--- src/rtl/wvb_rd_sched.sv ---
// Purpose : round-robin readout scheduler; grants one non-empty waveform-buffer
//           channel at a time and streams exactly one event of samples downstream.
// Latency : hdr_rdreq -> first wvb_rdreq = HDR_WAIT_CNT+1 cycles; wvb_rdreq -> dout_valid = P_RD_LAT cycles.
// Backpr. : dout_rdy low stalls wvb_rdreq with no penalty; words already in the RAM
//           pipeline still drain, so dout_rdy must promise room for P_RD_LAT+1 words.
//
// Ports
//   clk, rst            : clock; asynchronous active-high reset
//   en                  : permit new grants (an event in progress always completes)
//   hdr_empty[N]        : per-channel header FIFO empty
//   start/stop_addr_flat: per-channel header addresses, channel c at [c*W +: W]
//   dout_rdy            : downstream can take P_RD_LAT+1 more words
//   hdr_rdreq[N]        : one-hot, one-cycle header read strobe
//   wvb_rdreq[N]        : one-hot, per-sample read strobe
//   wvb_rddone[N]       : one-hot, one-cycle end-of-event strobe
//   dout_valid/sop/eop  : sample present / first / last of event
//   dout_chan           : channel of the sample on dout
//   busy                : scheduler not idle
module wvb_rd_sched #(
  parameter int N_CHAN       = 4,
  parameter int P_ADR_WIDTH  = 12,
  parameter int HDR_WAIT_CNT = 2,
  parameter int P_RD_LAT     = 2
) (
  input  logic                          clk,
  input  logic                          rst,
  input  logic                          en,
  input  logic [N_CHAN-1:0]             hdr_empty,
  input  logic [N_CHAN*P_ADR_WIDTH-1:0] start_addr_flat,
  input  logic [N_CHAN*P_ADR_WIDTH-1:0] stop_addr_flat,
  input  logic                          dout_rdy,
  output logic [N_CHAN-1:0]             hdr_rdreq,
  output logic [N_CHAN-1:0]             wvb_rdreq,
  output logic [N_CHAN-1:0]             wvb_rddone,
  output logic                          dout_valid,
  output logic                          dout_sop,
  output logic                          dout_eop,
  output logic [$clog2(N_CHAN)-1:0]     dout_chan,
  output logic                          busy
);

  localparam int CW  = $clog2(N_CHAN);
  localparam int RW  = P_ADR_WIDTH + 1;
  localparam int WCW = (HDR_WAIT_CNT > 1) ? $clog2(HDR_WAIT_CNT) : 1;
  localparam logic [N_CHAN-1:0] CHAN_ONE = N_CHAN'(1);

  typedef enum logic [2:0] {
    S_IDLE     = 3'd0,
    S_HDR_RD   = 3'd1,
    S_HDR_WAIT = 3'd2,
    S_STREAM   = 3'd3,
    S_DONE     = 3'd4
  } state_t;

  state_t              state_q, state_d;
  logic [CW-1:0]       sel_q, sel_d;
  logic [CW-1:0]       last_grant_q, last_grant_d;
  logic [WCW-1:0]      wait_cnt_q, wait_cnt_d;
  logic [RW-1:0]       remaining_q, remaining_d;
  logic                first_q, first_d;

  // Read-data pipeline mirroring the RAM read latency; stage 0 is fed by the strobe.
  logic [P_RD_LAT-1:0]         pipe_vld_q, pipe_vld_d;
  logic [P_RD_LAT-1:0]         pipe_sop_q, pipe_sop_d;
  logic [P_RD_LAT-1:0]         pipe_eop_q, pipe_eop_d;
  logic [P_RD_LAT-1:0][CW-1:0] pipe_chan_q, pipe_chan_d;

  logic [P_ADR_WIDTH-1:0] start_addr [N_CHAN];
  logic [P_ADR_WIDTH-1:0] stop_addr  [N_CHAN];
  logic [P_ADR_WIDTH-1:0] span;
  logic                   any_req;
  logic [CW-1:0]          rr_pick;
  logic [CW-1:0]          rr_cand;
  int                     rr_j;
  logic                   rd_stb;
  logic [N_CHAN-1:0]      sel_oh;

  for (genvar c = 0; c < N_CHAN; c++) begin : g_unpack
    assign start_addr[c] = start_addr_flat[c*P_ADR_WIDTH +: P_ADR_WIDTH];
    assign stop_addr[c]  = stop_addr_flat[c*P_ADR_WIDTH +: P_ADR_WIDTH];
  end

  assign any_req = ~&hdr_empty;

  // Round-robin search starting at last_grant+1. Offsets are scanned from the
  // farthest to the nearest so the nearest non-empty channel is the last write.
  always_comb begin
    rr_pick = last_grant_q;
    rr_cand = '0;
    rr_j    = 0;
    for (int i = N_CHAN; i >= 1; i--) begin
      rr_j    = (int'(last_grant_q) + i) % N_CHAN;
      rr_cand = CW'(rr_j);
      if (!hdr_empty[rr_cand]) begin
        rr_pick = rr_cand;
      end
    end
  end

  // Event length in words, modulo the buffer size so wrapped events count
  // correctly; an event with start == stop is one word.
  assign span = stop_addr[sel_q] - start_addr[sel_q];

  // Strobe is combinational from registered state so a dout_rdy drop takes
  // effect in the same cycle.
  assign rd_stb = (state_q == S_STREAM) && dout_rdy && (remaining_q != '0);

  assign sel_oh = CHAN_ONE << sel_q;

  always_comb begin
    state_d      = state_q;
    sel_d        = sel_q;
    last_grant_d = last_grant_q;
    wait_cnt_d   = wait_cnt_q;
    remaining_d  = remaining_q;
    first_d      = first_q;

    case (state_q)
      S_IDLE: begin
        if (en && any_req) begin
          sel_d   = rr_pick;
          state_d = S_HDR_RD;
        end
      end

      S_HDR_RD: begin
        last_grant_d = sel_q;
        wait_cnt_d   = '0;
        state_d      = S_HDR_WAIT;
      end

      S_HDR_WAIT: begin
        // Header fields become valid only on the last wait cycle, so the
        // length is captured there and nowhere earlier.
        if (wait_cnt_q == WCW'(HDR_WAIT_CNT - 1)) begin
          remaining_d = {1'b0, span} + RW'(1);
          first_d     = 1'b1;
          state_d     = S_STREAM;
        end else begin
          wait_cnt_d = wait_cnt_q + WCW'(1);
        end
      end

      S_STREAM: begin
        if (rd_stb) begin
          remaining_d = remaining_q - RW'(1);
          first_d     = 1'b0;
          if (remaining_q == RW'(1)) begin
            state_d = S_DONE;
          end
        end
      end

      S_DONE: begin
        state_d = S_IDLE;
      end

      default: begin
        state_d = S_IDLE;
      end
    endcase
  end

  always_comb begin
    pipe_vld_d  = '0;
    pipe_sop_d  = '0;
    pipe_eop_d  = '0;
    pipe_chan_d = '0;

    pipe_vld_d[0]  = rd_stb;
    pipe_sop_d[0]  = rd_stb && first_q;
    pipe_eop_d[0]  = rd_stb && (remaining_q == RW'(1));
    pipe_chan_d[0] = sel_q;

    for (int s = 1; s < P_RD_LAT; s++) begin
      pipe_vld_d[s]  = pipe_vld_q[s-1];
      pipe_sop_d[s]  = pipe_sop_q[s-1];
      pipe_eop_d[s]  = pipe_eop_q[s-1];
      pipe_chan_d[s] = pipe_chan_q[s-1];
    end
  end

  always_ff @(posedge clk or posedge rst) begin
    if (rst) begin
      state_q      <= S_IDLE;
      sel_q        <= '0;
      // Channel 0 gets first priority after reset.
      last_grant_q <= CW'(N_CHAN - 1);
      wait_cnt_q   <= '0;
      remaining_q  <= '0;
      first_q      <= 1'b0;
      pipe_vld_q   <= '0;
      pipe_sop_q   <= '0;
      pipe_eop_q   <= '0;
      pipe_chan_q  <= '0;
    end else begin
      state_q      <= state_d;
      sel_q        <= sel_d;
      last_grant_q <= last_grant_d;
      wait_cnt_q   <= wait_cnt_d;
      remaining_q  <= remaining_d;
      first_q      <= first_d;
      pipe_vld_q   <= pipe_vld_d;
      pipe_sop_q   <= pipe_sop_d;
      pipe_eop_q   <= pipe_eop_d;
      pipe_chan_q  <= pipe_chan_d;
    end
  end

  assign hdr_rdreq  = (state_q == S_HDR_RD) ? sel_oh : '0;
  assign wvb_rdreq  = rd_stb                ? sel_oh : '0;
  assign wvb_rddone = (state_q == S_DONE)   ? sel_oh : '0;

  assign dout_valid = pipe_vld_q[P_RD_LAT-1];
  assign dout_sop   = pipe_sop_q[P_RD_LAT-1];
  assign dout_eop   = pipe_eop_q[P_RD_LAT-1];
  assign dout_chan  = pipe_chan_q[P_RD_LAT-1];

  assign busy = (state_q != S_IDLE);

endmodule

--- config.mk ---
export PLATFORM = sky130hd
export DESIGN_NAME = wvb_rd_sched
export DESIGN_NICKNAME = d
export VERILOG_FILES = /design/src/rtl/wvb_rd_sched.sv
export SDC_FILE = /design/constraint.sdc
export NUM_CORES = 1
export LEC_CHECK = 0
export ABC_AREA = 1
export BUFFER_PORTS_ARGS = -buffer_cell sky130_fd_sc_hd__clkbuf_2
export CAP_MARGIN = 20
export CORE_MARGIN = 10
export CORE_UTILIZATION = 40
export DETAILED_ROUTE_END_ITERATION = 8
export GPL_TIMING_DRIVEN = 0
export PLACE_DENSITY = 0.67
export SETUP_SLACK_MARGIN = 0.15
export SLEW_MARGIN = 20
export SYNTH_ARGS = -nofsm -noshare
export SYNTH_HDL_FRONTEND = slang
export SYNTH_SLANG_ARGS = --single-unit
--- constraint.sdc ---
create_clock -name clk -period 4.7 [get_ports clk]
set_input_delay 0.94 -clock clk [delete_from_list [all_inputs] [get_ports clk]]
set_output_delay 0.94 -clock clk [all_outputs]
set_load 0.005 [all_outputs]
# Word level (Yosys, flattened, before mapping)
# Index checks and enable logic that the tools add are counted.
[word_totals]
out_inout_bits = 18
wordCells = 84
register_bits = 32
in_bits = 104
[classes]
n_bitwise = 1
eq_ne = 9
magnitude_cmp = 5
muxes = 34
reduce_logical = 15
n_addsub = 8
n_shift = 1
[op_table]
columns = ["operator", "count"]
rows = [
  ["binary-select mux 12 bit (select 2 bit)", 2],
  ["two-way mux 12 bit", 4],
  ["two-way mux 13 bit", 2],
  ["one-hot mux 13 bit (2 select lines)", 1],
  ["adder 12 x 1 -> 13 bit (second input constant)", 1],
  ["== test 13 x 1 -> 1 bit (second input constant)", 1],
  ["nonzero test 13 bit", 1],
  ["subtractor 13 x 1 -> 13 bit (second input constant)", 1],
  ["less-than comparator 2 x 3 -> 1 bit (second input constant)", 4],
  ["two-way mux 3 bit", 4],
  ["two-way mux 4 bit", 3],
  ["one-hot mux 3 bit (4 select lines)", 1],
  ["subtractor 12 bit", 1],
  ["binary-select mux 1 bit (select 2 bit)", 4],
  ["two-way mux 2 bit", 4],
  ["AND reduction 4 bit", 2],
  ["two-way mux 1 bit", 7],
  ["== test 3 x 2 -> 1 bit (second input constant)", 2],
  ["!= test 2 bit (second input constant)", 3],
  ["logical AND 1 bit", 5],
  ["adder 2 x 1 -> 2 bit (second input constant)", 2],
  ["adder 2 bit (second input constant)", 2],
  ["one-hot mux 1 bit (2 select lines)", 2],
  ["nonzero test 2 bit", 2],
  ["other kinds (12)", 12],
]

# Logic depth before layout (Yosys ltp)
# Gate-level depths: netlist (run 1).
[logic_depth]
depth_word = 8
mapped_depth = 22
ltp_nobuf = 20

# Least setup slack after synthesis (run 1)
# Ideal clock, no wire load.
[synth_path]
path_type = "input port to flip-flop"
from = "input stop_addr_flat[0]"
to = "register remaining_q[10]"
arrival_ns = 3.149
cell_stages = 17
setup_time_ns = 0.117
required_time_ns = 4.583
n_path_buf = 0
path_slack_ns = 1.434
path_cell_list = "a22o_1 a221oi_1 ha_1 inv_1 fa_1 ha_1 inv_1 nor2_2 nand3_2 nor2_2 nand3_2 nor2_2 nand3_2 nand2_1 nand2_1 o21ai_1 inv_1"
[synth_between]
elab_chain_len = 7
[synth_rtl]
columns = ["item", "line_no", "text"]
rows = [
  ["from (decl)", "30", "input logic [N_CHAN*P_ADR_WIDTH-1:0] stop_addr_flat,"],
  ["binary-select mux 12 bit (select 2 bit)", "102", "assign span = stop_addr[sel_q] - start_addr[sel_q];"],
  ["two-way mux 12 bit (implied by the code) (2 in a row)", "102", ""],
  ["subtractor 12 bit", "102", ""],
  ["adder 12 x 1 -> 13 bit", "136", "remaining_d = {1'b0, span} + RW'(1);"],
  ["two-way mux 13 bit", "135", "if (wait_cnt_q == WCW'(HDR_WAIT_CNT - 1)) begin"],
  ["one-hot mux 13 bit (2 select lines)", "118", "case (state_q)"],
  ["to (signal assigned)", "201", "remaining_q <= remaining_d;"],
  ["to (decl)", "59", "logic [RW-1:0] remaining_q, remaining_d;"],
]
# No other way between the ends. The select of a mux whose other input is x is not followed.
# A chain may end at the register's enable or synchronous reset.

# Final worst setup path (run 1)
[layout_path]
from = "register sel_q[0]"
to = "register remaining_q[10]"
[layout_between]
elab_chain_len = 8
word_cells_on_any_way = 11
classes_between = "add/sub (2); mux (8); bitwise (1)"
[layout_rtl]
columns = ["item", "line_no", "text"]
rows = [
  ["from (decl)", "56", "logic [CW-1:0] sel_q, sel_d;"],
  ["from (signal assigned)", "198", "sel_q <= sel_d;"],
  ["NOT 2 -> 3 bit (implied by the code) *", "102", ""],
  ["binary-select mux 12 bit (select 2 bit)", "102", ""],
  ["two-way mux 12 bit (implied by the code) (2 in a row)", "102", ""],
  ["subtractor 12 bit *", "102", ""],
  ["adder 12 x 1 -> 13 bit *", "136", ""],
  ["two-way mux 13 bit *", "135", ""],
  ["one-hot mux 13 bit (2 select lines) *", "118", ""],
]
# Mark *: on every way between the ends. The rest lies on a longest branch, timed or not. The select of a mux whose other input is x is not followed.

==> results_dict.tcl, run 1 <==
set metrics [dict create \
    status "finished clean" \
    startpoint "sel_q[0]$_DFFE_PP0P_" \
    first_iter_violations 112 \
    hold_viol 0 \
    ioPinCount 122 \
    initial_utilization_pct 41.5 \
    vdd_drop_max_mv 0.122 \
    post-route-period-util_pct 79.1 \
    power_density_nw_per_um2 314 \
    vias 3638 \
    endpoint_kind "flip-flop" \
    ctsResizeCount 0 \
    place.gp.congestion 0.865 \
    dpl.hpwl_mm 8.66 \
    cts_setup_buffers 0 \
    layout.nets 746 \
    cts_tree "built" \
    wl_per_cell_um 13.8 \
    seq_area_sq_um 803 \
    dieArea_sq_um 12000 \
    syn_inst 499 \
    cts_hold_buf 0 \
    row_count 32 \
    drc 0 \
    synth_edf_count 0 \
    grt_pass1_vias 3815 \
    ys_types 42 \
    hold_path.class "reg2reg" \
    ys_top_cells_by_area "dfrtp_1, nand2_1, inv_1, nor2_1, ha_1" \
    cp.arrival_ns 3.91 \
    r2r_cells 20 \
    diodes 0 \
    overflow 0 \
    layout-drive-gt1-share_pct 26.3 \
    drt-total-wl_mm 10.1 \
    slew_violations 0 \
    drv_cap 0 \
    reg2reg_slack_ns 0.98 \
    grt_pass1_wl_mm 17.1 \
    power_leakage_nw 2.18 \
    htree_levels 2 \
    grt_use_total_pct 17.0 \
    fillerInstances 821 \
    fin_total_pwr_mw 1.28 \
    yosys_warnings 0 \
    viasPerCell 4.98 \
    area_growth_pct 26.2 \
    final.min_clock_period_ns 3.72 \
    timing.fmax_ghz 0.269 \
    avgSynthCellArea_sq_um 6.45 \
    ys_ff_latch 32 \
    r2r-end "remaining_q[10]$_DFFE_PP0P_" \
    grt_max_degree 33 \
    multi_input_area_sq_um 2100 \
    synth-seq-area-share_pct 24.9 \
    r2r-start "sel_q[0]$_DFFE_PP0P_" \
    yosys.area.top_type_share_pct 23.3 \
    fin_setup_tns_ns 0 \
    fp.dieW_um 110 \
    ctsLongestPathBuffers 2 \
    clock_sinks 32 \
    antenna_left 0 \
    maxSlewHeadroom_pct 56.3 \
    cts_buffers 5 \
    core_area_sq_um 7770 \
    clock-root-buffer "clkbuf_8" \
    cp_max_fo 10 \
    critPathRequiredTime_ns 4.89 \
    skew_ns 0.00706 \
    clkLatencyLatePin_ns 0.29 \
    path_class "reg2reg" \
    crit_path_start_kind "flip-flop" \
    numPortBuffers 121 \
    rsz0062_at_grt "false" \
    critPathCapture "remaining_q[10]$_DFFE_PP0P_" \
    grt_antenna_before_repair 0 \
    clkTransAtPathRegs_ns 0.07 \
    synthFlopType "dfrtp_1" \
    synth_area_sq_um 3220 \
    die_y_um 110 \
    synth_fp_nets 618 \
    max_slew.worst_pin.slew_ns 0.655 \
    dr.pass1.iters 4 \
    synth_area_leader_cell "dfrtp_1" \
    async_flop_share_pct 100 \
    setup_viol 0 \
]
[layout make-up]
cell class	instances	area share (%)
buffer	13	1.51
timing repair buffer	121	14.9
tap	102	3.14
sequential	32	19.8
clock buffer	5	1.69
clock inverter	3	1.05
multi-input combinational	387	51.7
inverter	67	6.25
[how the worst min path moves through the flow]
stage	slack [ns]	startpoint	cells after the start	to
after floorplan	0.33	pipe_chan_d[2]$_DFF_PP0_	0	dout_chan[0]$_DFF_PP0_
after global placement	0.33	pipe_chan_d[2]$_DFF_PP0_	0	dout_chan[0]$_DFF_PP0_
after detailed placement	0.33	pipe_eop_q[0]$_DFF_PP0_	0	pipe_eop_q[1]$_DFF_PP0_
after CTS	0.35	pipe_sop_q[0]$_DFF_PP0_	0	pipe_sop_q[1]$_DFF_PP0_
after global routing	0.37	pipe_eop_q[0]$_DFF_PP0_	0	pipe_eop_q[1]$_DFF_PP0_
final	0.35	pipe_sop_q[0]$_DFF_PP0_	0	pipe_sop_q[1]$_DFF_PP0_
[synth_stat cells, types with 4 or more instances]
library cell	n
dfrtp_1	30
nor3_1	4
a31oi_1	5
inv_1	64
a21oi_1	22
clkbuf_1	10
nor2_1	59
nand3_2	6
o21ai_0	24
nand2_2	4
o31ai_1	4
nor2_2	7
a221oi_1	11
nand3_1	27
nand2_1	139
nand4_1	7
ha_1	14
a22o_1	11
a22oi_1	18
[cell usage in the layout, fill, tap and decap left out, types with 10 or more instances in the layout]
cell type	n
a22o_1	11
o21ai_0	24
clkbuf_2	121
nand2_1	139
dfrtp_1	30
a22oi_1	18
nor2_1	59
clkbuf_1	10
inv_1	63
a221oi_1	11
ha_1	14
nand3_1	27
a21oi_1	22
[kinds of logic after synthesis]
| family | after synthesis | share of synthesized area, % |
|---|---|---|
| xor gates and xnor gates | 4 | 1.32 |
| AOI/OAI and AO/OA | 106 | 22.0 |
| buffers and inverters | 80 | 9.79 |
| adders and majority gates | 15 | 6.06 |
| DFF | 32 | 24.9 |
| and+or+nand+nor | 262 | 35.9 |
[critical path, stage by stage (launching register included)]
cell	delay, ns
dfrtp_1	0.52
inv_2	0.08
nor2_1	0.37
clkbuf_1	0.44
a22oi_1	0.13
nand3_1	0.12
ha_1	0.14
inv_1	0.08
fa_1	0.51
ha_1	0.17
inv_1	0.05
nor2_2	0.13
nand3_2	0.10
nor2_2	0.15
nand3_2	0.12
nor2_2	0.13
nand3_2	0.10
nand2_1	0.07
nand2_1	0.04
o21ai_1	0.11
inv_1	0.04
[state kept, by name, indices dropped and copies added (netlist names)]
signal        flops
wait_cnt_q        1
pipe_vld_q        2
remaining_q      13
sel_q             2
pipe_eop_q        2
last_grant_q      2
dout_chan         2
first_q           1
pipe_sop_q        2
pipe_chan_d       2
state_q           3
[stage by stage]
| stage | hold slack, ns | utilization, % | instances | instance area, sq um | worst slack, ns |
|---|---|---|---|---|---|
| 6_report | 0.348 | 52.3 | 730 | 4070 | 0.981 |
| 5_1_grt | 0.369 | 52.3 | 730 | 4070 | 0.651 |
| 4_1_cts | 0.351 | 52.3 | 730 | 4070 | 1.00 |
| 3_5_place_dp | 0.335 | 50.9 | 722 | 3950 | 1.00 |
| 3_3_place_gp | 0.334 | 50.9 | 722 | 3950 | 1.10 |
| 2_1_floorplan | 0.331 | - | 499 | 3220 | 1.43 |
[layer usage]
| metal | wire (um) | track usage, % |
|---|---|---|
| met1 | 4190 | 19.6 |
| met2 | 4680 | 28.3 |
| met3 | 1000 | 6.61 |
| met4 | 213 | 5.86 |
| met5 | 0 | 0 |
[power breakdown]
group	leakage (nW)	switching (mW)	total (mW)	internal [mW]
Sequential	0.376	0.0350	0.358	0.323
Clock	0.0541	0.107	0.263	0.157
Combinational	1.75	0.404	0.656	0.253
Note: power is estimated with default switching activity, not from simulation.
==> inputs of run 2 (changes only) <==
==> constraint.sdc (replaced) <==
create_clock -name clk -period 3.6 [get_ports clk]
set_input_delay 0.72 -clock clk [delete_from_list [all_inputs] [get_ports clk]]
set_output_delay 0.72 -clock clk [all_outputs]
set_load 0.005 [all_outputs]
==> run 2 against run 1 <==
Power up 34%. Worst setup slack worse by 0.66 ns. Sequential share of layout area shrank 0.58 points. Routed wire length rose by 1.3%. Maximum frequency rose by 13%. Clock skew hardly changed. Highest routed layer unchanged.
==> results_dict.tcl, run 2 (synthesized netlist as in run 1, its figures left out) <==
set metrics [dict create \
    grt_pass1_vias 3810 \
    initial_utilization_pct 41.5 \
    cp.arrival_ns 3.47 \
    viasPerCell 5.04 \
    vias 3702 \
    whs_ns 0.348 \
    timing.fmax_ghz 0.305 \
    reg_top3 "remaining_q x13, state_q x3" \
    final.min_clock_period_ns 3.28 \
    vdd_drop_max_mv 0.161 \
    layout_commonest_cell "nand2_1" \
    slew_violations 0 \
    row_count 32 \
    status "finished clean" \
    critPathRequiredTime_ns 3.79 \
    grt_pass1_wl_mm 17.1 \
    top_usage_layer "met2" \
    rsz0062_at_grt "true" \
    clkLatencyLatePin_ns 0.29 \
    largest_reg_flops 13 \
    ctsLongestPathBuffers 2 \
    layout-drive-gt1-share_pct 30.1 \
    area_growth_pct 30.2 \
    numPortBuffers 121 \
    layout.nets 750 \
    skew_ns 0.00722 \
    cts_buffers 5 \
    met3_usage_pct 6.61 \
    wl_per_cell_um 13.9 \
    grt_use_total_pct 17.0 \
    ioPinCount 122 \
    dieArea_sq_um 12000 \
    clock-root-buffer "clkbuf_8" \
    place.gp.congestion 0.865 \
    fp.dieW_um 110 \
    cts_tree "built" \
    dpl.hpwl_mm 8.66 \
    crit_path_start_kind "flip-flop" \
    fillerInstances 811 \
    grt_max_degree 33 \
    power_density_nw_per_um2 407 \
    antenna_left 0 \
    grt_use_met2_pct 28.2 \
    grt_antenna_before_repair 0 \
    hold_path.class "reg2reg" \
    regMostFlops "remaining_q" \
    drv_cap 0 \
    post-route-period-util_pct 91.1 \
    core_area_sq_um 7770 \
    drt-total-wl_mm 10.2 \
    clkTransAtPathRegs_ns 0.07 \
    layout_common_cells "nand2_1, clkbuf_2, inv_1" \
    first_iter_violations 86 \
    setup_viol 0 \
    clock_sinks 32 \
    htree_levels 2 \
    cp_max_fo 10 \
    die_y_um 110 \
    drc 0 \
    use_met1_pct 19.6 \
    maxSlewHeadroom_pct 56.3 \
    dr.pass1.iters 4 \
    fin_total_pwr_mw 1.71 \
    power_leakage_nw 2.23 \
    hold_viol 0 \
    path_class "reg2reg" \
    diodes 0 \
    overflow 0 \
    max_slew.worst_pin.slew_ns 0.654 \
    endpoint_kind "flip-flop" \
]
run 2: stage by stage:
step	utilization, %	setup slack (ns)	area [sq um]	setup TNS [ns]	cells
after floorplan	-	0.480	3220	0	499
after global placement	50.9	-0.00343	3950	-0.00343	722
after detailed placement	50.9	-0.0977	3950	-0.202	722
after CTS	52.6	0.174	4090	0	730
after global routing	54.0	0.105	4190	0	734
final	54.0	0.320	4190	0	734
run 2: layout make-up:
class,instances,area (sq um),area share [%]
Clock inverter,3,42.5,1.01
Inverter,67,254,6.06
Clock buffer,5,68.8,1.64
Multi-Input combinational cell,387,2170,51.7
Buffer,13,93.8,2.24
Tap cell,102,128,3.04
Timing Repair Buffer,125,636,15.2
Sequential cell,32,805,19.2
run 2: repair_timing:
| item | CTS | global route |
|---|---|---|
| setup endpoints to repair | 5 | 7 |
| resized for setup | 13 | 31 |
| hold endpoints to repair | 0 | 0 |
| pin swaps | 0 | 4 |
| hold buffers | 0 | 0 |
| buffers inserted | 0 | 4 |
run 2: critical path, cell delays in order (launching register included):
cell and delay, ns:
dfrtp_2 0.50, inv_2 0.12, nor2_4 0.06, buf_6 0.14, a22o_1 0.19, a221oi_2 0.18, ha_2 0.21, inv_2 0.06
fa_2 0.53, ha_2 0.18, inv_1 0.05, nor2_2 0.11, nand3_2 0.13, nor2_4 0.17, nand3_4 0.10, nor2_4 0.10
nand3_2 0.09, nand2_1 0.07, nand2_1 0.04, o21ai_1 0.11, inv_1 0.04
run 2: final timing paths:
check	from	to	slack, ns	cells past startpoint
max	sel_q[0]$_DFFE_PP0P_	remaining_q[10]$_DFFE_PP0P_	0.32	20
min reg2reg	pipe_sop_q[0]$_DFF_PP0_	pipe_sop_q[1]$_DFF_PP0_	0.35	0
min in group asynchronous	rst	pipe_eop_q[0]$_DFF_PP0_	0.50	2
max reg2reg	sel_q[0]$_DFFE_PP0P_	remaining_q[10]$_DFFE_PP0P_	0.32	20
max in group asynchronous	rst	sel_q[0]$_DFFE_PP0P_	2.64	2
min	pipe_sop_q[0]$_DFF_PP0_	pipe_sop_q[1]$_DFF_PP0_	0.35	0
run 2: report_power, final:
group          total [mW]  switching, mW  internal (mW)  leakage (nW)
sequential          0.468         0.0469          0.421         0.374
clock               0.344          0.139          0.205        0.0541
combinational       0.896          0.546          0.350          1.80
run 2: per-layer routing:
metal	vias to the layer above	part of all wire [%]
met1	1619	41
met4	0	2.3
met3	16	9.6
met2	135	47
li1	1932	-
met5	-	0
==> inputs of run 3 (changes only) <==
--- a/config.mk
+++ b/config.mk
@@ -6,7 +6,7 @@
 export NUM_CORES = 1
 export LEC_CHECK = 0
 export ABC_AREA = 1
-export BUFFER_PORTS_ARGS = -buffer_cell sky130_fd_sc_hd__clkbuf_2
+export BUFFER_PORTS_ARGS = -buffer_cell sky130_fd_sc_hd__buf_2
 export CAP_MARGIN = 20
 export CORE_MARGIN = 10
 export CORE_UTILIZATION = 40
==> run 3 against run 2 <==
Sequential cell count did not move. Hold slack improved by 0.0029 ns. Critical path type unchanged. Die area did not move. First-iteration DRC count rose by 40%.
==> results_dict.tcl, run 3 (synthesized netlist as in run 1, its figures left out) <==
set metrics [dict create \
    status "finished clean" \
    wl_met3_um 939 \
    slew_violations 0 \
    wl_per_cell_um 13.8 \
    regMostFlops "remaining_q" \
    hold_path.class "reg2reg" \
    largest_reg_flops 13 \
    hold_viol 0 \
    dpl_cell_area_sq_um 3950 \
    layout-drive-gt1-share_pct 30.4 \
    cpLargestDelayFamily "simple AND/OR/NAND/NOR gates" \
    whs_ns 0.350 \
    cp_common_cell "nand2_1" \
    dpl.hpwl_mm 8.49 \
    vias 3750 \
    fin_setup_tns_ns 0 \
    path_class "reg2reg" \
    overflow 0 \
    cts_tree "built" \
    final-instance-count-excl-fill 737 \
    cp.arrival_ns 3.49 \
    dieArea_sq_um 12000 \
    final_area_sq_um 4250 \
    slowest_delay_ns 0.60 \
    clkTransAtPathRegs_ns 0.07 \
    rsz0062_at_grt "true" \
    timing.fmax_ghz 0.301 \
    max_slew.worst_pin.slew_ns 0.659 \
    ioPinCount 122 \
    grt_pass1_vias 3765 \
    row_count 32 \
    area_growth_pct 31.9 \
    fillerInstances 745 \
    first_iter_violations 120 \
    antenna_left 0 \
    htree_levels 2 \
    drc 0 \
    layout_common_cells "nand2_1, buf_2, inv_1" \
    ctsLongestPathBuffers 2 \
    final.min_clock_period_ns 3.32 \
    drv_cap 0 \
    initial_utilization_pct 41.5 \
    setup_viol 0 \
    r2r_cells 19 \
    skew_ns 0.00708 \
    reg_top3 "remaining_q x13, state_q x3" \
    power_leakage_nw 2.25 \
    crit_path_start_kind "flip-flop" \
    multi_input_area_sq_um 2190 \
    seq_area_sq_um 805 \
    critical_path_buf_inv_count 3 \
    clock-root-buffer "clkbuf_8" \
    fp.dieW_um 110 \
    layout.nets 753 \
    cts_buffers 5 \
    diodes 0 \
    maxSlewHeadroom_pct 56.0 \
    core_area_sq_um 7770 \
    vdd_drop_max_mv 0.153 \
    dr_wl_met2_mm 4.87 \
    fin_total_pwr_mw 1.73 \
    clkLatencyLatePin_ns 0.29 \
    place.gp.congestion 0.870 \
    grt_pass1_wl_mm 16.5 \
    grt_max_degree 33 \
    layout_commonest_cell "nand2_1" \
    grt_antenna_before_repair 0 \
    clock_sinks 32 \
    dr.pass1.iters 6 \
    crit_slowest_cell "fa_2" \
    path_cells "inv_2 > nor2_4 > buf_6 > a22o_1 > a221oi_2 > ha_2 > inv_4 > fa_2 > nand2_1 > nor2_2 > nand3_2 > nor2_2 > nand3_2 > nor2_4 > nand2_1 > nand2_1 > nand2_1 > o21ai_1 > nand2_1" \
    holdPathStages 0 \
    die_y_um 110 \
    placed_cells 722 \
    viasPerCell 5.09 \
    post-route-period-util_pct 92.2 \
    m1WireLength_mm 4.21 \
    drt-total-wl_mm 10.2 \
    endpoint_kind "flip-flop" \
    power_density_nw_per_um2 408 \
    worstSetupPathDepth 19 \
    cp_max_fo 8 \
    critPathRequiredTime_ns 3.77 \
    numPortBuffers 121 \
    routed.top_layer "met4" \
    grt_use_total_pct 16.5 \
]
==> run 3: worst paths after layout <==
kind                                              start                         end  slack, ns
worst max-delay path               sel_q[0]$_DFFE_PP0P_  remaining_q[9]$_DFFE_PP0P_       0.28
min in group asynchronous                           rst      state_q[2]$_DFFE_PP0P_       0.52
worst min register to register  pipe_sop_q[0]$_DFF_PP0_     pipe_sop_q[1]$_DFF_PP0_       0.35
max in group asynchronous                           rst        sel_q[0]$_DFFE_PP0P_       2.62
worst max register to register     sel_q[0]$_DFFE_PP0P_  remaining_q[9]$_DFFE_PP0P_       0.28
worst min-delay path            pipe_sop_q[0]$_DFF_PP0_     pipe_sop_q[1]$_DFF_PP0_       0.35
==> run 3: final cells by class <==
| type | instances | area share [%] |
|---|---|---|
| Buffer | 13 | 2.45 |
| Clock buffer | 5 | 1.62 |
| Clock inverter | 3 | 1.00 |
| Inverter | 67 | 6.04 |
| Multi-Input combinational cell | 387 | 51.5 |
| Sequential cell | 32 | 18.9 |
| Tap cell | 102 | 3.01 |
| Timing Repair Buffer | 128 | 15.4 |
==> run 3: metrics by stage <==
stage	setup WS [ns]	utilization (%)
CTS	0.189	52.6
detailed placement	-0.0553	50.9
global route	0.0486	54.7
global placement	-0.00861	50.9
floorplan	0.480	-
finish	0.280	54.7
==> run 3: worst register-to-register path, cell delays in order, from the launching register on <==
cell and delay, ns:
dfrtp_2 0.51, inv_2 0.13, nor2_4 0.06, buf_6 0.13, a22o_1 0.20, a221oi_2 0.18
ha_2 0.23, inv_4 0.04, fa_2 0.60, nand2_1 0.09, nor2_2 0.13, nand3_2 0.09
nor2_2 0.16, nand3_2 0.12, nor2_4 0.13, nand2_1 0.08, nand2_1 0.06, nand2_1 0.05
o21ai_1 0.16, nand2_1 0.06
==> run 3: repair_timing <==
action / in CTS / in global routing
pin swaps: 0 / 10
hold buffers: 0 / 0
gates cloned: 0 / 1
buffers inserted: 0 / 6
endpoints found under the setup margin: 5 / 7
hold endpoints to repair: 0 / 0
gates resized for setup: 12 / 42
==> run 3: per-layer routing <==
layer | track usage (%) | up-vias
met1 | 18.4 | 1667
li1 | - | 1936
met4 | 4.65 | 0
met2 | 28.5 | 130
met5 | 0 | -
met3 | 6.67 | 17
==> run 3: power breakdown <==
group / switching [mW] / internal, mW / total, mW
logic: 0.555 / 0.363 / 0.919
registers: 0.0472 / 0.421 / 0.469
clock network: 0.140 / 0.205 / 0.345
total: 0.742 / 0.989 / 1.73
